`src/rtl/sump_cmd_decoder.sv`:
```
// sump_cmd_decoder
// Frames the UART receive byte stream into SUMP commands. An opcode with
// bit 7 clear is a short command; an opcode with bit 7 set is followed by
// four argument bytes, first byte landing in cmd_data[7:0]. One complete
// command at a time is presented on the cmd_valid/cmd_ready port.
//
// Build option: define SUMP_CMD_TIMEOUT_EN to compile an inactivity timer
// that drops a partial long command after TO idle cycles and pulses
// cmd_timeout. Without it, ARG waits indefinitely and cmd_timeout is 0.
module sump_cmd_decoder #(
    parameter int TO = 100000,
    parameter int TL = $clog2(TO + 1)
) (
    input  logic        clk,
    input  logic        rst,
    input  logic        str_tvalid,
    input  logic [7:0]  str_tdata,
    output logic        str_tready,
    output logic        cmd_valid,
    input  logic        cmd_ready,
    output logic [7:0]  cmd_opcode,
    output logic [31:0] cmd_data,
    output logic        cmd_long,
    output logic        cmd_timeout
);

    typedef enum logic [1:0] {
        IDLE = 2'd0,
        ARG  = 2'd1,
        CMD  = 2'd2
    } state_t;

    state_t     state;
    state_t     state_nxt;
    logic [1:0] arg_cnt;
    logic       byte_acc;
    logic       cmd_xfer;
    logic       tmo_hit;

    assign byte_acc = str_tvalid & str_tready;
    assign cmd_xfer = cmd_valid & cmd_ready;

`ifdef SUMP_CMD_TIMEOUT_EN
    logic [TL-1:0] tmo_cnt;

    // Expiry only when no byte arrives in the same cycle: a late byte wins.
    assign tmo_hit = (state == ARG) && !byte_acc && (tmo_cnt == TL'(TO - 1));

    // Idle-cycle counter: runs only inside ARG, restarts on every accepted byte.
    always_ff @(posedge clk or posedge rst) begin
        if (rst)
            tmo_cnt <= '0;
        else if ((state != ARG) || byte_acc)
            tmo_cnt <= '0;
        else
            tmo_cnt <= tmo_cnt + 1'b1;
    end

    // Single-cycle flag telling the host side that framing was resynchronised.
    always_ff @(posedge clk or posedge rst) begin
        if (rst)
            cmd_timeout <= 1'b0;
        else
            cmd_timeout <= tmo_hit;
    end
`else
    assign tmo_hit     = 1'b0;
    assign cmd_timeout = 1'b0;
`endif

    // State register.
    always_ff @(posedge clk or posedge rst) begin
        if (rst)
            state <= IDLE;
        else
            state <= state_nxt;
    end

    // Next-state: opcode selects short/long, 4th argument completes, transfer frees.
    always_comb begin
        state_nxt = state;
        case (state)
            IDLE: begin
                if (byte_acc)
                    state_nxt = str_tdata[7] ? ARG : CMD;
            end
            ARG: begin
                if (byte_acc && (arg_cnt == 2'd3))
                    state_nxt = CMD;
                else if (tmo_hit)
                    state_nxt = IDLE;
            end
            CMD: begin
                if (cmd_xfer)
                    state_nxt = IDLE;
            end
            default: state_nxt = IDLE;
        endcase
    end

    // Handshake outputs decode the state register only, so no input reaches them.
    always_comb begin
        str_tready = 1'b1;
        cmd_valid  = 1'b0;
        case (state)
            CMD:     begin str_tready = 1'b0; cmd_valid = 1'b1; end
            default: begin str_tready = 1'b1; cmd_valid = 1'b0; end
        endcase
    end

    // Command fields: latch opcode in IDLE, fill argument bytes in ARG, hold in CMD.
    always_ff @(posedge clk or posedge rst) begin
        if (rst) begin
            cmd_opcode <= 8'h00;
            cmd_data   <= 32'h0000_0000;
            cmd_long   <= 1'b0;
            arg_cnt    <= 2'd0;
        end else begin
            case (state)
                IDLE: begin
                    if (byte_acc) begin
                        cmd_opcode <= str_tdata;
                        arg_cnt    <= 2'd0;
                        if (str_tdata[7]) begin
                            cmd_long <= 1'b1;
                        end else begin
                            cmd_long <= 1'b0;
                            cmd_data <= 32'h0000_0000;
                        end
                    end
                end
                ARG: begin
                    if (byte_acc) begin
                        cmd_data[{arg_cnt, 3'b000} +: 8] <= str_tdata;
                        arg_cnt                          <= arg_cnt + 2'd1;
                    end else if (tmo_hit) begin
                        cmd_long <= 1'b0;
                        arg_cnt  <= 2'd0;
                    end
                end
                default: begin
                end
            endcase
        end
    end

endmodule

```
`config.mk`:
```
export PLATFORM = sky130hd
export DESIGN_NAME = sump_cmd_decoder
export DESIGN_NICKNAME = d
export VERILOG_FILES = /design/src/rtl/sump_cmd_decoder.sv
export SDC_FILE = /design/constraint.sdc
export NUM_CORES = 1
export LEC_CHECK = 0
export CAP_MARGIN = 25
export CORE_MARGIN = 8
export CORE_UTILIZATION = 50
export CTS_CLUSTER_DIAMETER = 120
export CTS_CLUSTER_SIZE = 20
export DETAILED_ROUTE_END_ITERATION = 10
export DONT_BUFFER_PORTS = 1
export SYNTH_ARGS = -nofsm -noshare
export SYNTH_HDL_FRONTEND = slang
export SYNTH_SLANG_ARGS = --single-unit
```
`constraint.sdc`:
```
create_clock -name clk -period 2 [get_ports clk]
set_clock_uncertainty 0.05 [all_clocks]
set_input_delay 0.4 -clock clk [delete_from_list [all_inputs] [get_ports clk]]
set_output_delay 0.4 -clock clk [all_outputs]
set_load 0.05 [all_outputs]
```
# Word-level counts from Yosys, hierarchy flattened
# Cells that the tools add are included.
dict set report word_totals {
  output_inout_bits 44
  ff_bits 45
  mem_count 0
  ramBits 0
  inputBits 12
  mem_bits_ro 0
  latchBits 0
  word_cells 42
}
dict set report op_classes {
  eq_ne 8
  n_bitwise 2
  magnitude_cmp 0
  div 0
  n_addsub 2
  n_reduce_logical 7
  n_mux 16
  shifts 2
  mul 0
}
# operator n
set ops {}
lappend ops {{2-to-1 mux 32 bit} 3}
lappend ops {{case mux 32 bit (2 select lines)} 1}
lappend ops {{bitwise mux 32 bit} 1}
lappend ops {{variable shift 8 x 7 -> 32 bit, first input constant} 1}
lappend ops {{variable part select 8 x 7 -> 32 bit} 1}
lappend ops {{2-to-1 mux 2 bit} 6}
lappend ops {{inequality test 2 bit, second input constant} 5}
lappend ops {{negation 5 -> 7 bit} 1}
lappend ops {{case mux 2 bit (3 select lines)} 1}
lappend ops {{AND reduction 3 bit} 2}
lappend ops {{== test 2 bit, second input constant} 2}
lappend ops {{case mux 2 bit (2 select lines)} 1}
lappend ops {{AND reduction 4 bit} 1}
lappend ops {{2-to-1 mux 1 bit} 3}
lappend ops {{adder 2 x 1 -> 2 bit, second input constant} 1}
lappend ops {{bitwise AND 1 bit} 2}
lappend ops {{== test 2 x 1 -> 1 bit, second input constant} 1}
lappend ops {{zero test 2 bit} 1}
lappend ops {{AND reduction 2 bit} 1}
lappend ops {{nonzero test 2 bit} 1}
lappend ops {{logical AND 1 bit} 1}

# Depth between registers and ports, before layout
# Gate-level depths: netlist (run 1).
dict set report depth {
  depth_word 6
  ltp_mapped 6
  depth_no_buf 5
}

# Least setup slack after synthesis (run 1)
# OpenSTA, ideal clock, no wires.
dict set report synth_timing {
  kind {register to output}
  from {register state[0]}
  to {output cmd_valid}
  required_time_ps 1550
  slack_ps 150
  stages_incl_launch_ff 4
  t_arrival_ps 1400
  path_cell_list {dfrtp_1 > buf_2 > nand2b_1 > inv_1}
}
dict set report synth_between {
  elab_chain_cells 2
}
# element line
set synth_rtl {}
lappend synth_rtl {{start, declared} 33} ;# state_t state;
lappend synth_rtl {{start signal, assigned} 76} ;# state <= state_nxt;
lappend synth_rtl {{== test 2 bit} 105} ;# case (state)
lappend synth_rtl {{2-to-1 mux 1 bit} 105}
lappend synth_rtl {{end, declared} 19} ;# output logic cmd_valid,
# No other way between the ends.

# Worst setup path in the final report (run 1)
dict set report layout_timing {
  from {register arg_cnt[1]}
  to {register cmd_data[17]}
}
dict set report layout_between {
  elab_chain_cells 5
  elab_cells_between_ends 6
}
# element line
set layout_rtl {}
lappend layout_rtl {{start, declared} 35} ;# logic [1:0] arg_cnt;
lappend layout_rtl {{start signal, assigned} 135} ;# arg_cnt <= arg_cnt + 2'd1;
lappend layout_rtl {{negation 5 -> 7 bit (*)} 134} ;# cmd_data[{arg_cnt, 3'b000} +: 8] <= str_tdata;
lappend layout_rtl {{variable part select 8 x 7 -> 32 bit or variable shift 8 x 7 -> 32 bit (tied branches)} 134}
lappend layout_rtl {{bitwise mux 32 bit (*)} 134}
lappend layout_rtl {{2-to-1 mux 32 bit (*)} 133} ;# if (byte_acc) begin
lappend layout_rtl {{case mux 32 bit (2 select lines) (*)} 119} ;# case (state)
lappend layout_rtl {{end signal, assigned by index} 134}
lappend layout_rtl {{end, declared} 22} ;# output logic [31:0] cmd_data,
# Every way passes the cells marked *; elsewhere a longest branch is shown, timed or not. The select of a mux whose other input is x is not followed.
# A chain may end at the register's enable or synchronous reset.

==> flow_metrics.env, run 1 <==
export IMPL_wl_mm=4.74
export IMPL_n_fill_cell=325
export IMPL_setup_violations=0
export IMPL_ys_top_cells_by_count="dfrtp_1, mux2_2, and3_1"
export IMPL_sw_frac_of_total=0.487
export IMPL_arrival_ns=2.02
export IMPL_core_area_mm2=0.00394
export IMPL_power_mw=3.59
export IMPL_required_ns=2.18
export IMPL_grt_max_degree=28
export IMPL_power_frac_comb=0.272
export IMPL_synth_nets=174
export IMPL_netlist_top_cells_area="dfrtp_1, mux2_2, and3_1"
export IMPL_wl_per_cell_um=22.3
export IMPL_endpoint_kind="register"
export IMPL_clockBufferDepth=2
export IMPL_slew_violations=0
export IMPL_finish_utilization=0.560
export IMPL_clock_sinks=44
export IMPL_clkTransAtPathRegs_ns=0.08
export IMPL_dpl_hpwl_mm=3.52
export IMPL_yosysSeqAreaShare=0.543
export IMPL_synth_cells=157
export IMPL_yosysTopAreaCell="dfrtp_1"
export IMPL_grt_use_total=0.155
export IMPL_final_cell_area_mm2=0.00221
export IMPL_synth_mux_area_frac=0.182
export IMPL_worstMarginPinSlew_ns=0.909
export IMPL_cellPowerDensity_mw_per_mm2=1630
export IMPL_vias=1247
export IMPL_clock_root_buffer="clkbuf_8"
export IMPL_overflow=0
export IMPL_tns_ns=0
export IMPL_cts_tree="done"
export IMPL_clkPwrFrac=0.164
export IMPL_synth_most_common_cell="dfrtp_1"
export IMPL_syn2layout_area_growth_pct=8.82
export IMPL_finalCritPeriodShare=0.924
export IMPL_place_area_mm2=0.00210
export IMPL_grt_pass1_wl_mm=7.39
export IMPL_drc=0
export IMPL_syn_cell_area_mm2=0.00203
export IMPL_synth_area_per_cell_um2=12.9
export IMPL_drt_iter0_markers=46
export IMPL_async_flop_share=1.00
export IMPL_firstDrtPassIters=4
export IMPL_switchingPower_mw=1.75
export IMPL_htree_levels=2
export IMPL_synth_top_family_by_area="multiplexers"
export IMPL_rsz0062_at_grt="no"
export IMPL_place_gp_congestion=0.816
export IMPL_synthAdderAreaFrac=0.0308
export IMPL_max_freq_mhz=541
export IMPL_clk_latency_ns=0.30
export IMPL_drtAntennaViolNets=0
export IMPL_start_util=0.515
export IMPL_grt_pass1_vias=1279
export IMPL_vias_per_cell=5.88
export IMPL_antenna_found_initial=0
export IMPL_crit_fanout=6
export IMPL_floorplan_rows=23
export IMPL_synth_cell_types=30
export IMPL_ios=56
export IMPL_ir_drop_v=0.000818
export IMPL_die_h_um=79.7
export IMPL_dieArea_mm2=0.00635
export IMPL_leakage_nw=1.13
export IMPL_diodes=0
export IMPL_outcome="completed"
export IMPL_synth_seq_cells=44
export IMPL_hold_viol=0
export IMPL_portBuffers=0
export IMPL_intPower_mw=1.84
export IMPL_synth_compound_area_share=0.0752
export IMPL_period_needed_ns=1.85
export IMPL_die_w_um=79.7
export IMPL_slew_headroom=0.394
export IMPL_yosysWarnings=0
export IMPL_ys_flop_type="dfrtp_1"
export IMPL_p_seq_frac=0.564
export IMPL_pre_cts_slack_ns=-0.0255
export IMPL_cts_buffers=5
export IMPL_synth_top_cell_area_share=0.543
export IMPL_synthXorXnorAreaFrac=0
export IMPL_min_path_type="primary input to register"
export IMPL_crit_type="register to register"
export IMPL_synth_enable_flop_cells=0
export IMPL_layout_drive_gt1_share=0.302
export IMPL_cap_violations=0
export IMPL_cp_start_kind="register"
export IMPL_synthSimpleGateAreaFrac=0.132
export IMPL_nets=179
export IMPL_setup_slack_ns=0.152
-- timing repair --
| item | 4_1_cts | 5_1_grt |
|---|---|---|
| buffers inserted | 0 | 0 |
| hold endpoints to repair | 17 | 0 |
| hold buffers | 1 | 0 |
| gates resized for setup | 1 | 0 |
| setup endpoints to repair | 8 | 0 |
-- per-layer routing --
metal  routed length [um]  vias up  track usage
li1                     -      562            -
met1                 1860      641        0.168
met2                 2360       36        0.257
met3                  452        8       0.0709
met4                   62        0       0.0611
met5                    0        -            0
-- cell usage in the layout (no fill, tap or decap), drive strengths merged --
| cell type | count |
|---|---|
| o21bai | 1 |
| inv | 4 |
| a311oi | 1 |
| nand3 | 2 |
| clkbuf | 7 |
| and3 | 24 |
| a21o | 1 |
| dlygate4sd3 | 1 |
| nand2 | 6 |
| or2 | 1 |
| clkinv | 1 |
| buf | 6 |
| o2bb2ai | 1 |
| nor3b | 2 |
| and4 | 1 |
| nand2b | 2 |
| mux2 | 32 |
| o21ai | 1 |
| nor2 | 1 |
| mux2i | 1 |
| and3b | 2 |
| ha | 5 |
| dfrtp | 44 |
| nor2b | 2 |
| a21oi | 4 |
| conb | 1 |
| a22o | 7 |
| nand4 | 1 |
-- metrics by stage --
| step | hold WS [ns] | instances |
|---|---|---|
| after global routing | 0.153 | 212 |
| after global placement | 0.281 | 204 |
| after floorplan | 0.403 | 157 |
| after detailed placement | 0.290 | 204 |
| after CTS | 0.157 | 212 |
| final | 0.158 | 212 |
-- flip-flops by register name, summed over array words and instances, names as in the netlist --
register	flops
cmd_data	32
state	2
cmd_opcode	8
arg_cnt	2
-- final cells by class --
| cell class | instances | area [um^2] | share of cell area |
|---|---|---|---|
| multi-input cells | 99 | 862 | 0.390 |
| flip-flops and latches | 44 | 1100 | 0.499 |
| inverters | 5 | 18.8 | 0.00850 |
| well taps | 50 | 62.6 | 0.0283 |
| clock buffers | 7 | 96.3 | 0.0436 |
| repair buffers | 7 | 67.6 | 0.0306 |
-- logic make-up (layout without fill, tap and decap cells) --
kind of cell               Yosys count  count (layout)
adders and majority gates            5               5
DFF                                 44              44
buffers and inverters               14              19
AOI/OAI and AO/OA                   16              16
and+or+nand+nor                     44              44
muxes                               33              33
other                                1               1
-- worst max-delay path, cell delays in order, from the launching register on --
cell,delay [ns]
dfrtp_1,0.42
inv_1,0.10
ha_1,0.36
nor2b_1,0.26
and4_1,0.39
a22o_1,0.20
-- final timing paths --
check / startpoint / end / slack, ns / depth (start not counted)
setup reg to reg: arg_cnt[1] / cmd_data[17] / 0.15 / 5
setup / recovery: arg_cnt[1] / cmd_data[17] / 0.15 / 5
max in group asynchronous: rst / cmd_data[28] / 0.83 / 3
hold / removal: cmd_ready / state[1] / 0.16 / 1
hold reg to reg: state[1] / state[0] / 0.44 / 1
min in group asynchronous: rst / arg_cnt[1] / 0.54 / 2
-- power by group through the flow --
stage | combinational [mW] | clock, mW | sequential, mW
2_1_floorplan | 0.813 | 0 | 1.95
3_3_place_gp | 0.931 | 0 | 2.05
3_5_place_dp | 0.972 | 0 | 2.06
4_1_cts | 0.982 | 0.604 | 2.04
5_1_grt | 1.07 | 0.639 | 2.06
6_report | 0.977 | 0.591 | 2.03
Power figures use the tool's default switching activity.
==> run 2, diff against run 1 <==
PLACE_DENSITY = 0.61   (was unset)
==> run 2 against run 1 <==
Against the previous run: clock-buffer cell count fell by 1; register-to-register slack barely moved; cell area rose by 0.62%; power rose by 2.4%; combinational power rose by 2.3%; via count rose by 0.48%; final cell count rose by 1.4%; global-route usage rose by 0.11 points; critical path depth rose by 1; sequential power barely moved; first-iteration DRC count rose by 26%; largest power group unchanged.
==> flow_metrics.env, run 2 (same netlist as run 1, synthesis figures left out) <==
export IMPL_crit_type="register to register"
export IMPL_arrival_ns=1.97
export IMPL_drt_iter0_markers=58
export IMPL_cp_start_kind="register"
export IMPL_drc=0
export IMPL_max_freq_mhz=543
export IMPL_regMostFlops="cmd_data"
export IMPL_core_area_mm2=0.00394
export IMPL_ios=56
export IMPL_overflow=0
export IMPL_cap_violations=0
export IMPL_grt_pass1_vias=1394
export IMPL_die_w_um=79.7
export IMPL_wl_per_cell_um=21.5
export IMPL_portBuffers=0
export IMPL_final_cells=215
export IMPL_dieArea_mm2=0.00635
export IMPL_cts_buffers=5
export IMPL_antenna_found_initial=0
export IMPL_slew_violations=0
export IMPL_required_ns=2.13
export IMPL_placed_cells=206
export IMPL_cellPowerDensity_mw_per_mm2=1660
export IMPL_cts_tree="done"
export IMPL_min_path_type="primary input to register"
export IMPL_start_util=0.515
export IMPL_vias=1253
export IMPL_cp_slowest_stage_delay_ns=0.40
export IMPL_multiInputGateArea_um2=862
export IMPL_outcome="completed"
export IMPL_grt_max_degree=19
export IMPL_htree_levels=2
export IMPL_drtAntennaViolNets=0
export IMPL_firstDrtPassIters=4
export IMPL_tns_ns=0
export IMPL_vias_per_cell=5.83
export IMPL_final_cell_mix="dfrtp_1, mux2_2, and3_1"
export IMPL_n_fill_cell=321
export IMPL_final_common_cell="dfrtp_1"
export IMPL_floorplan_rows=23
export IMPL_clock_sinks=44
export IMPL_diodes=0
export IMPL_grt_use_total=0.156
export IMPL_seqCellArea_mm2=0.00110
export IMPL_finalCritPeriodShare=0.920
export IMPL_place_gp_congestion=0.801
export IMPL_reg_top3="cmd_data (32), cmd_opcode (8)"
export IMPL_cts_setup_buffers=0
export IMPL_layout_drive_gt1_share=0.309
export IMPL_rsz0062_at_grt="no"
export IMPL_crit_chain="inv_1 -> ha_1 -> buf_4 -> and3b_1 -> and3_1 -> mux2_2"
export IMPL_clock_root_buffer="clkbuf_8"
export IMPL_grt_pass1_wl_mm=7.65
export IMPL_critPathTopFamily="simple AND/OR/NAND/NOR gates"
export IMPL_setup_violations=0
export IMPL_nets=181
export IMPL_clkTransAtPathRegs_ns=0.08
export IMPL_worstMarginPinSlew_ns=0.894
export IMPL_dpl_hpwl_mm=3.55
export IMPL_clockBufferDepth=2
export IMPL_crit_fanout=8
export IMPL_wl_mm=4.63
export IMPL_endpoint_kind="register"
export IMPL_syn2layout_area_growth_pct=9.49
export IMPL_slew_headroom=0.404
export IMPL_die_h_um=79.7
export IMPL_slowest_stage="dfrtp_1"
export IMPL_ir_drop_v=0.000781
export IMPL_hold_viol=0
export IMPL_largest_reg_flops=32
export IMPL_crit_buf_inv=2
export IMPL_period_needed_ns=1.84
export IMPL_clk_latency_ns=0.29
export IMPL_leakage_nw=1.14
-- run 2: worst paths after layout --
| path | start | to | slack, ns | cells past startpoint |
|---|---|---|---|---|
| setup / recovery | arg_cnt[1] | cmd_data[8] | 0.16 | 6 |
| hold / removal | cmd_ready | state[1] | 0.16 | 1 |
| setup reg to reg | arg_cnt[1] | cmd_data[8] | 0.16 | 6 |
| hold reg to reg | state[1] | state[0] | 0.47 | 1 |
| max in group asynchronous | rst | cmd_data[31] | 0.82 | 3 |
| min in group asynchronous | rst | cmd_data[26] | 0.51 | 2 |
-- run 2: repair_timing --
item / in CTS / in global routing
endpoints found under the hold margin: 16 / 0
hold buffers: 1 / 0
gates resized for setup: 0 / 1
endpoints found under the setup margin: 0 / 8
-- run 2: final cells by class --
cell class,instances,area share
clock buffer,6,0.0327
clock inverter,2,0.0158
inverter,5,0.00845
multi-input combinational,99,0.388
sequential,44,0.495
tap,50,0.0282
timing repair buffer,9,0.0315
-- run 2: per-stage QoR --
step / area (um^2) / hold WS, ns / setup slack (ns) / total power, mW / utilization
6_report: 2220 / 0.163 / 0.160 / 3.68 / 0.564
5_1_grt: 2220 / 0.160 / 0.0611 / 3.87 / 0.564
4_1_cts: 2220 / 0.148 / 0.0836 / 3.70 / 0.562
3_5_place_dp: 2100 / 0.271 / 0.105 / 3.04 / 0.533
3_3_place_gp: 2100 / 0.272 / 0.196 / 2.99 / 0.533
2_1_floorplan: 2030 / 0.403 / 0.150 / 2.76 / -
-- run 2: worst register-to-register path, cell delays in order, from the launching register on --
cell and delay (ns):
dfrtp_1 0.40, inv_1 0.09, ha_1 0.31, buf_4 0.15
and3b_1 0.26, and3_1 0.21, mux2_2 0.26
-- run 2: metal layers --
layer  part of all wire  vias up  GRT usage
met5                  0        -          0
met4              0.013        0     0.0519
met3              0.089        7     0.0653
met2               0.49       44      0.252
met1               0.40      634      0.182
li1                   -      568          -
-- run 2: power by group --
group          total, mW  leakage, nW  internal (mW)  switching, mW
sequential          2.03        0.589           1.10          0.921
combinational      0.999        0.496          0.453          0.546
clock              0.655       0.0552          0.371          0.285
